### src/rtl/dual_mac_pkg.sv
// Shared types and helpers for the packed dual-lane MAC.
// Optional macro ACC_SAT_EN (see packed_dual_mac) uses sat_add from here.
package dual_mac_pkg;

    localparam int unsigned MAX_PW    = 32;
    localparam int unsigned MAX_P_W   = 2 * MAX_PW + 1;
    localparam int unsigned MAX_ACC_W = 64;
    localparam int unsigned MAX_SUM_W = MAX_ACC_W + 1;

    typedef logic signed [MAX_PW-1:0] lane_prod_t;

    function automatic int unsigned calc_pw(input int unsigned a_w, input int unsigned w_w);
        return a_w + w_w;
    endfunction

    // Low lane: bits [pw-1:0] of the packed product, sign-extended.
    function automatic lane_prod_t split_lo(input logic signed [MAX_P_W-1:0] p,
                                            input int unsigned pw);
        logic signed [MAX_P_W-1:0] lo_x;
        lo_x = (p <<< (MAX_P_W - pw)) >>> (MAX_P_W - pw);
        return MAX_PW'(lo_x);
    endfunction

    // High lane: bits [2pw-1:pw] plus the borrow taken by a negative low lane.
    function automatic lane_prod_t split_hi(input logic signed [MAX_P_W-1:0] p,
                                            input int unsigned pw);
        logic signed [MAX_P_W-1:0] hi_x;
        logic signed [MAX_P_W-1:0] borrow;
        lane_prod_t                lo;
        lo        = split_lo(p, pw);
        borrow    = '0;
        borrow[0] = lo[MAX_PW-1];
        hi_x      = ((p >>> pw) <<< (MAX_P_W - pw)) >>> (MAX_P_W - pw);
        return MAX_PW'(hi_x + borrow);
    endfunction

    // Signed add clamped to a w-bit range; sat reports whether it clamped.
    function automatic logic signed [MAX_ACC_W-1:0] sat_add(
        input  logic signed [MAX_ACC_W-1:0] a,
        input  logic signed [MAX_ACC_W-1:0] b,
        input  int unsigned                 w,
        output logic                        sat
    );
        logic signed [MAX_SUM_W-1:0] s;
        logic signed [MAX_SUM_W-1:0] hi_lim;
        logic signed [MAX_SUM_W-1:0] lo_lim;
        s      = MAX_SUM_W'(a) + MAX_SUM_W'(b);
        hi_lim = (MAX_SUM_W'(1) <<< (w - 1)) - MAX_SUM_W'(1);
        lo_lim = -hi_lim - MAX_SUM_W'(1);
        sat    = 1'b0;
        if (s > hi_lim) begin
            sat = 1'b1;
            s   = hi_lim;
        end else if (s < lo_lim) begin
            sat = 1'b1;
            s   = lo_lim;
        end
        return MAX_ACC_W'(s);
    endfunction

endpackage

### src/rtl/packed_mul_core.sv
// Packs two unsigned activations, multiplies by one signed weight and splits
// the product into two signed lane products; one register stage with hold.
module packed_mul_core
    import dual_mac_pkg::*;
#(
    parameter  int unsigned A_W = 8,
    parameter  int unsigned W_W = 8,
    localparam int unsigned PW  = calc_pw(A_W, W_W)
) (
    input  logic                  clk,
    input  logic                  rst,
    input  logic                  en,
    input  logic [A_W-1:0]        act_a,
    input  logic [A_W-1:0]        act_b,
    input  logic signed [W_W-1:0] weight,
    output logic signed [PW-1:0]  hi,
    output logic signed [PW-1:0]  lo
);

    localparam int unsigned PK_W = A_W + PW;
    localparam int unsigned P_W  = 2 * PW + 1;

    logic [PK_W-1:0]       pk_c;
    logic signed [P_W-1:0] prod_c;
    logic signed [PW-1:0]  hi_d, hi_q, lo_d, lo_q;

    always_comb begin
        pk_c   = (PK_W'(act_a) << PW) + PK_W'(act_b);
        prod_c = P_W'($signed({1'b0, pk_c})) * P_W'(weight);
        hi_d   = hi_q;
        lo_d   = lo_q;
        if (en) begin
            hi_d = PW'(split_hi(MAX_P_W'(prod_c), PW));
            lo_d = PW'(split_lo(MAX_P_W'(prod_c), PW));
        end
    end

    always_ff @(posedge clk or posedge rst) begin
        if (rst) begin
            hi_q <= '0;
            lo_q <= '0;
        end else begin
            hi_q <= hi_d;
            lo_q <= lo_d;
        end
    end

    assign hi = hi_q;
    assign lo = lo_q;

endmodule

### src/rtl/packed_dual_mac.sv
// Dual-lane MAC: input stage, shared packed multiplier, accumulators and result
// register under valid/ready. Define ACC_SAT_EN for saturating lane sums.
module packed_dual_mac
    import dual_mac_pkg::*;
#(
    parameter  int unsigned A_W   = 8,
    parameter  int unsigned W_W   = 8,
    parameter  int unsigned ACC_W = 32,
    localparam int unsigned PW    = calc_pw(A_W, W_W)
) (
    input  logic                    clk,
    input  logic                    rst,
    input  logic                    in_valid,
    output logic                    in_ready,
    input  logic                    in_first,
    input  logic                    in_last,
    input  logic [A_W-1:0]          act_a,
    input  logic [A_W-1:0]          act_b,
    input  logic signed [W_W-1:0]   weight,
    output logic                    out_valid,
    input  logic                    out_ready,
    output logic signed [ACC_W-1:0] acc_a,
    output logic signed [ACC_W-1:0] acc_b,
    output logic [1:0]              out_sat
);

    logic                    stall_c, accept_c;
    logic                    s1_valid_d, s1_valid_q, s1_first_d, s1_first_q, s1_last_d, s1_last_q;
    logic [A_W-1:0]          s1_act_a_d, s1_act_a_q, s1_act_b_d, s1_act_b_q;
    logic signed [W_W-1:0]   s1_weight_d, s1_weight_q;
    logic                    s2_valid_d, s2_valid_q, s2_first_d, s2_first_q, s2_last_d, s2_last_q;
    logic signed [PW-1:0]    s2_hi, s2_lo;
    logic signed [ACC_W-1:0] s3_acc_a_d, s3_acc_a_q, s3_acc_b_d, s3_acc_b_q;
    logic                    s3_sat_a_d, s3_sat_a_q, s3_sat_b_d, s3_sat_b_q;
    logic                    s3_done_d, s3_done_q;
    logic                    out_valid_d, out_valid_q;
    logic signed [ACC_W-1:0] out_acc_a_d, out_acc_a_q, out_acc_b_d, out_acc_b_q;
    logic [1:0]              out_sat_d, out_sat_q;
    logic signed [ACC_W-1:0] base_a_c, base_b_c;
`ifdef ACC_SAT_EN
    logic                    clamp_a_c, clamp_b_c;
`endif

    assign stall_c  = out_valid_q && !out_ready;
    assign in_ready = !stall_c;
    assign accept_c = in_valid && in_ready;

    packed_mul_core #(.A_W(A_W), .W_W(W_W)) u_core (
        .clk    (clk),
        .rst    (rst),
        .en     (!stall_c),
        .act_a  (s1_act_a_q),
        .act_b  (s1_act_b_q),
        .weight (s1_weight_q),
        .hi     (s2_hi),
        .lo     (s2_lo)
    );

    // Whole pipeline advances together and freezes on a stalled result.
    always_comb begin
        s1_valid_d  = s1_valid_q;  s1_first_d  = s1_first_q;  s1_last_d = s1_last_q;
        s1_act_a_d  = s1_act_a_q;  s1_act_b_d  = s1_act_b_q;  s1_weight_d = s1_weight_q;
        s2_valid_d  = s2_valid_q;  s2_first_d  = s2_first_q;  s2_last_d = s2_last_q;
        s3_acc_a_d  = s3_acc_a_q;  s3_acc_b_d  = s3_acc_b_q;
        s3_sat_a_d  = s3_sat_a_q;  s3_sat_b_d  = s3_sat_b_q;  s3_done_d = s3_done_q;
        out_valid_d = out_valid_q; out_acc_a_d = out_acc_a_q; out_acc_b_d = out_acc_b_q;
        out_sat_d   = out_sat_q;
        base_a_c    = s2_first_q ? '0 : s3_acc_a_q;
        base_b_c    = s2_first_q ? '0 : s3_acc_b_q;
`ifdef ACC_SAT_EN
        clamp_a_c   = 1'b0;
        clamp_b_c   = 1'b0;
`endif
        if (!stall_c) begin
            s1_valid_d = accept_c;
            if (accept_c) begin
                s1_first_d  = in_first;
                s1_last_d   = in_last;
                s1_act_a_d  = act_a;
                s1_act_b_d  = act_b;
                s1_weight_d = weight;
            end
            s2_valid_d = s1_valid_q;
            s2_first_d = s1_first_q;
            s2_last_d  = s1_last_q;
            s3_done_d  = s2_valid_q && s2_last_q;
            if (s2_valid_q) begin
`ifdef ACC_SAT_EN
                s3_acc_a_d = ACC_W'(sat_add(MAX_ACC_W'(base_a_c), MAX_ACC_W'(s2_hi), ACC_W, clamp_a_c));
                s3_acc_b_d = ACC_W'(sat_add(MAX_ACC_W'(base_b_c), MAX_ACC_W'(s2_lo), ACC_W, clamp_b_c));
                s3_sat_a_d = (s3_sat_a_q && !s2_first_q) || clamp_a_c;
                s3_sat_b_d = (s3_sat_b_q && !s2_first_q) || clamp_b_c;
`else
                s3_acc_a_d = base_a_c + ACC_W'(s2_hi);
                s3_acc_b_d = base_b_c + ACC_W'(s2_lo);
                s3_sat_a_d = 1'b0;
                s3_sat_b_d = 1'b0;
`endif
            end
            out_valid_d = s3_done_q;
            if (s3_done_q) begin
                out_acc_a_d = s3_acc_a_q;
                out_acc_b_d = s3_acc_b_q;
                out_sat_d   = {s3_sat_a_q, s3_sat_b_q};
            end
        end
    end

    always_ff @(posedge clk or posedge rst) begin
        if (rst) begin
            s1_valid_q  <= 1'b0; s1_first_q <= 1'b0; s1_last_q  <= 1'b0;
            s1_act_a_q  <= '0;   s1_act_b_q <= '0;   s1_weight_q <= '0;
            s2_valid_q  <= 1'b0; s2_first_q <= 1'b0; s2_last_q  <= 1'b0;
            s3_acc_a_q  <= '0;   s3_acc_b_q <= '0;
            s3_sat_a_q  <= 1'b0; s3_sat_b_q <= 1'b0; s3_done_q  <= 1'b0;
            out_valid_q <= 1'b0; out_acc_a_q <= '0;  out_acc_b_q <= '0;
            out_sat_q   <= '0;
        end else begin
            s1_valid_q  <= s1_valid_d;  s1_first_q  <= s1_first_d;  s1_last_q   <= s1_last_d;
            s1_act_a_q  <= s1_act_a_d;  s1_act_b_q  <= s1_act_b_d;  s1_weight_q <= s1_weight_d;
            s2_valid_q  <= s2_valid_d;  s2_first_q  <= s2_first_d;  s2_last_q   <= s2_last_d;
            s3_acc_a_q  <= s3_acc_a_d;  s3_acc_b_q  <= s3_acc_b_d;
            s3_sat_a_q  <= s3_sat_a_d;  s3_sat_b_q  <= s3_sat_b_d;  s3_done_q   <= s3_done_d;
            out_valid_q <= out_valid_d; out_acc_a_q <= out_acc_a_d; out_acc_b_q <= out_acc_b_d;
            out_sat_q   <= out_sat_d;
        end
    end

    assign out_valid = out_valid_q;
    assign acc_a     = out_acc_a_q;
    assign acc_b     = out_acc_b_q;
    assign out_sat   = out_sat_q;

endmodule

### config.mk
export PLATFORM = sky130hd
export DESIGN_NAME = packed_dual_mac
export DESIGN_NICKNAME = d
export VERILOG_FILES = /design/src/rtl/dual_mac_pkg.sv /design/src/rtl/packed_mul_core.sv /design/src/rtl/packed_dual_mac.sv
export SDC_FILE = /design/constraint.sdc
export NUM_CORES = 1
export LEC_CHECK = 0
export BUFFER_PORTS_ARGS = -buffer_cell sky130_fd_sc_hd__buf_2
export CORE_MARGIN = 1
export CORE_UTILIZATION = 30
export CTS_CLUSTER_DIAMETER = 150
export DETAILED_ROUTE_END_ITERATION = 8
export HOLD_SLACK_MARGIN = 0.15
export SLEW_MARGIN = 15
export SYNTH_ARGS = -nofsm -noshare
export SYNTH_HDL_FRONTEND = slang
export SYNTH_SLANG_ARGS = --single-unit
### constraint.sdc
create_clock -name clk -period 6.6 [get_ports clk]
set_clock_uncertainty 0.15 [all_clocks]
set_input_delay 0.33 -clock clk [delete_from_list [all_inputs] [get_ports clk]]
set_output_delay 0.33 -clock clk [all_outputs]
set_load 0.01 [all_outputs]
# Yosys cells after proc, flatten, opt, wreduce, memory -nomap -nowiden
# Index checks and enable logic that the tools add are counted.
[totals]
regBits = 192
input_bits = 30
out_inout_bits = 68
elab_cells = 33
[classes]
addsub = 4
n_mul = 1
muxes = 2
bitwise_logic = 1
reduce_logical = 8
[ops]
columns = ["operator", "n"]
rows = [
  ["adder 32 x 16 -> 32 bit", 2],
  ["two-way mux 32 bit", 2],
  ["multiplier 25 x 8 -> 32 bit", 1],
  ["adder 24 x 8 -> 24 bit", 1],
  ["adder 16 x 2 -> 16 bit", 1],
  ["AND reduction 2 bit", 3],
  ["logical AND 1 bit", 3],
  ["logical NOT 1 bit", 2],
  ["inverter 1 bit", 1],
]

# Depth between registers and ports, before layout
[depth]
ltp_word = 5
depth_mapped = 25
mapped_depth_nobuf = 24

# By module
# Synthesis repeated with hierarchy kept, for this count alone.
[unflattened]
cells_unflattened = 1665
area_unflattened_um2 = 16032.9
[by_module_without_submodules]
columns = ["mod", "instances", "cells_per_inst", "area_each_um2", "seq_area_each_um2"]
rows = [
  ["packed_dual_mac", 1, 916, 9374.0, 4003.8],
  ["packed_mul_core", 1, 749, 6658.9, 800.8],
]

# Worst setup path after synthesis
# Ideal clock, no wire load.
[synth_timing]
path_kind = "reg-to-reg"
startpoint = "reg s1_weight_q[7]"
endpoint = "reg u_core.hi_q[14], in the netlist u_core.hi[14]"
setup_ns = 0.131
arrival_time_ns = 5.858
t_required_ns = 6.319
path_slack_ns = 0.461
stages_incl_launch_ff = 24
path_buffers = 1
period_less_slack_ns = 6.139
cell_sequence = "dfrtp_1 clkbuf_1 inv_2 fa_1 fa_1 inv_1 fa_1 inv_1 fa_1 inv_1 ha_1 o21a_1 a211o_1 a21oi_1 o21bai_1 a21oi_1 xnor2_1 ha_1 ha_1 nand2_1 or4_4 nor4_2 xor2_1 o21ai_1"
[synth_via]
elab_chain_cells = 2
[synth_rtl]
columns = ["element", "line", "source"]
rows = [
  ["start: declaration", "packed_dual_mac.sv:30", "logic signed [W_W-1:0] s1_weight_d, s1_weight_q;"],
  ["start signal: assignment", "packed_dual_mac.sv:120", "s1_act_a_q <= s1_act_a_d; s1_act_b_q <= s1_act_b_d; s1_weight_q <= s1_weight_d;"],
  ["multiplier 25 x 8 -> 32 bit", "packed_mul_core.sv:29", "prod_c = P_W'($signed({1'b0, pk_c})) * P_W'(weight);"],
  ["adder 16 x 2 -> 16 bit", "dual_mac_pkg.sv:34", "return MAX_PW'(hi_x + borrow);"],
  ["end signal: assignment", "packed_mul_core.sv:43", "hi_q <= hi_d;"],
  ["end: declaration", "packed_mul_core.sv:25", "logic signed [PW-1:0] hi_d, hi_q, lo_d, lo_q;"],
]
# No other way between the ends.
# A chain may end at the register's enable or synchronous reset.

# Final worst setup path
[layout_timing]
startpoint = "reg s1_act_b_q[5]"
endpoint = "reg u_core.hi_q[12], in the netlist u_core.hi[12]"
[layout_via]
elab_chain_cells = 3
[layout_rtl]
columns = ["element", "line", "source"]
rows = [
  ["start: declaration", "packed_dual_mac.sv:29", "logic [A_W-1:0] s1_act_a_d, s1_act_a_q, s1_act_b_d, s1_act_b_q;"],
  ["start signal: assignment", "packed_dual_mac.sv:120", ""],
  ["adder 24 x 8 -> 24 bit", "packed_mul_core.sv:28", "pk_c = (PK_W'(act_a) << PW) + PK_W'(act_b);"],
  ["multiplier 25 x 8 -> 32 bit", "packed_mul_core.sv:29", ""],
  ["adder 16 x 2 -> 16 bit", "dual_mac_pkg.sv:34", ""],
]
# No other way between the ends.

==> results.yml <==
outcome:
  status: "finished clean"
placement:
  post-dp-hpwl_microns: 26500
  numPortBuffers: 95
  placed_cell_area_sq_mm: 0.0168
  routabilityCongestion: 0.812
sta:
  setup_viol: 0
  post-route-period-util_pct: 93.4
  period_minus_slack_ns: 6.16
  hold_violations: 0
  slew_headroom_pct: 39.0
  fmax_ghz: 0.162
  finalSetupTns_ns: 0
  rsz0062_at_grt: "false"
  worstMarginPinSlew_ns: 0.916
  slew_violations: 0
min_path:
  hp-class: "in2reg"
clock_tree:
  numCtsBuffers: 17
  htreeDepth: 4
  tritoncts: "yes"
  cts_buffer_depth: 2
  post-cts-setup-buffers: 0
  clk_transition_reported_paths_ns: 0.08
  insertion_delay_ns: 0.49
  clock-sinks: 192
  cts_root_buf: "clkbuf_16"
cells_and_area:
  antennaDiodeCount: 0
  n_fill_cell: 5246
  num-nets-final: 2013
  final_area_sq_mm: 0.0177
  multi_input_area_sq_mm: 0.0100
  syn_to_final_growth_pct: 13.3
  drive_gt1_share_pct: 14.7
  regArea_sq_mm: 0.00481
drt:
  wirelength_microns: 35100
  vias: 11500
  firstDrtPassIters: 5
  antenna_left: 0
  viasPerCell: 4.73
  drtIter0Drc: 654
  wl_per_cell_microns: 14.4
  drc: 0
global_route:
  antenna_found_initial: 0
  grt_pass1_wl_microns: 59200
  grt_start_max_net_pins: 129
  grt_use_met3_pct: 2.78
  gr-total-overflow: 0
  top_usage_layer: "met2"
  grt_use_total_pct: 13.9
  globalRouteMet1Util_pct: 19.0
  grt_pass1_vias: 11800
  met2_usage_pct: 21.8
yosys:
  ys_ff_latch: 192
  synth_area_sq_mm: 0.0156
  synth_cells: 1650
  synth-async-reset-ratio_pct: 100
  synth_ff_type: "dfrtp_1"
  synth_enable_flop_cells: 0
  ys_warn_count: 0
  yosysSeqAreaShare_pct: 30.8
  syn_avg_cell_area_sq_um: 9.46
  yosysUniqueCellTypes: 73
floorplan:
  fp.dieH_microns: 230
  io-pin-count: 98
  die_area_sq_mm: 0.0530
  rows: 83
  die_x_microns: 230
  core_area_sq_mm: 0.0514
  initial_core_util_pct: 30.4
worst_setup_path:
  path_class: "reg2reg"
  arrival_ns: 6.37
  cp.required_ns: 6.81
  path_max_fanout: 9
  crit_path_start_kind: "flop"
  endpoint_kind: "flop"
run:
  maxCapViolations: 0
-- repair_timing --
action,CTS,global route
setup endpoints to repair,0,3
gates resized for setup,0,2
hold buffers,27,0
endpoints found under the hold margin,153,0
-- per-stage QoR --
step / util (%) / cells / hold slack (ns) / setup slack [ns]
after detailed placement: 32.8 / 2382 / 0.314 / 0.303
after global placement: 32.8 / 2382 / 0.304 / 0.425
final: 34.4 / 2440 / 0.301 / 0.438
after floorplan: - / 1651 / 0.288 / 0.461
after global routing: 34.4 / 2440 / 0.307 / 0.0971
after CTS: 34.4 / 2440 / 0.256 / 0.287
-- critical path, cell delays in order, from the launching register on --
cell,delay (ns)
dfrtp_1,0.47
and2_1,0.22
fa_1,0.53
inv_1,0.05
fa_1,0.55
inv_1,0.06
fa_1,0.47
inv_1,0.05
fa_1,0.47
inv_1,0.04
ha_1,0.31
o21a_1,0.21
a211o_1,0.34
a21oi_2,0.21
o21bai_1,0.09
a21oi_1,0.18
xnor2_1,0.14
ha_1,0.20
ha_1,0.18
nand2_1,0.08
or4_4,0.46
nor2_1,0.18
nand4_1,0.12
xnor2_1,0.16
a21oi_1,0.08
-- metal layers --
layer / up-vias / part of all wire [%] / wire length, microns
met5: - / 0 / 0
met4: 0 / 1.7 / 585
met3: 27 / 3.2 / 1140
met2: 151 / 44 / 15600
met1: 5565 / 51 / 17800
li1: 5799 / - / -
-- Yosys cell counts, drive strengths merged, types with 39 or more instances --
library cell	instances	area share, %
a21oi	73	2.4
dfrtp	192	31
nor2	66	1.6
a21o	39	1.9
clkbuf	51	1.2
and2	91	3.6
nor2b	69	2.8
xnor2	49	2.8
inv	151	3.6
o21ai	100	3.2
fa	79	10
ha	156	13
mux2	94	6.8
nand2	185	4.4
-- cells in the final DEF, fill, tap and decap left out, types with 6 or more instances in the layout --
master / Yosys / final
dfrtp_1: 192 / 190
nand2_1: 185 / 182
ha_1: 156 / 156
inv_1: 150 / 149
buf_2: 1 / 95
mux2_2: 94 / 94
o21ai_0: 93 / 93
and2_1: 90 / 90
fa_1: 79 / 79
a21oi_1: 72 / 71
nor2b_1: 69 / 68
nor2_1: 66 / 66
xnor2_1: 48 / 48
a21o_1: 39 / 39
xor2_1: 35 / 35
dlygate4sd3_1: 0 / 27
nand2b_1: 23 / 23
nand3_1: 21 / 21
clkbuf_16: 0 / 17
o21a_1: 15 / 15
o21bai_1: 14 / 14
nor3_1: 13 / 13
nand4_1: 13 / 13
buf_4: 2 / 13
a211oi_1: 12 / 12
a31oi_1: 10 / 10
o31ai_1: 10 / 10
o21ai_1: 7 / 7
nor3b_1: 6 / 6
-- cells by family (layout without fill, tap and decap cells) --
kind of cell,Yosys count,count (layout),share of synthesized area (%)
simple gates,514,514,16.6
compound gates,318,318,13.1
fa+ha+maj,235,235,22.6
buf+inv,208,317,5.06
flops,192,192,30.8
mux,98,98,7.04
xor+xnor,84,84,4.76
other cells,1,2,0.0240
-- registers in the layout, summed over array words and instances (netlist names) --
signal / cells
acc_a: 32
acc_b: 32
s3_acc_a_q: 32
s3_acc_b_q: 32
u_core.hi: 16
u_core.lo: 16
s1_act_a_q: 8
s1_act_b_q: 8
s1_weight_q: 8
out_valid: 1
s1_first_q: 1
s1_last_q: 1
s1_valid_q: 1
s2_first_q: 1
s2_last_q: 1
s2_valid_q: 1
s3_done_q: 1
-- cell type report --
| class | count | share of cell area (%) |
|---|---|---|
| multi-input combinational | 1251 | 56.7 |
| sequential | 192 | 27.2 |
| tap | 680 | 4.81 |
| timing repair buffer | 135 | 4.77 |
| inverter | 151 | 3.25 |
| clock buffer | 17 | 2.40 |
| clock inverter | 14 | 0.870 |
-- final timing paths --
| check | slack [ns] | cells past startpoint | endpoint | from |
|---|---|---|---|---|
| worst min register to register | 0.33 | 2 | u_core.lo[5]$_DFFE_PP0N_ | u_core.lo[5]$_DFFE_PP0N_ |
| max in group asynchronous | 4.40 | 4 | acc_b[2]$_DFFE_PP0P_ | rst |
| min in group asynchronous | 0.43 | 3 | acc_a[14]$_DFFE_PP0P_ | rst |
| worst min-delay path | 0.30 | 5 | s3_done_q$_DFFE_PP0N_ | out_ready |
| worst max register to register | 0.44 | 24 | u_core.hi[12]$_DFFE_PP0N_ | s1_act_b_q[5]$_DFFE_PP0P_ |
| worst max-delay path | 0.44 | 24 | u_core.hi[12]$_DFFE_PP0N_ | s1_act_b_q[5]$_DFFE_PP0P_ |
Power is not shown: default switching activity piles up to over one toggle a cycle in this logic, so the estimate is an artifact.
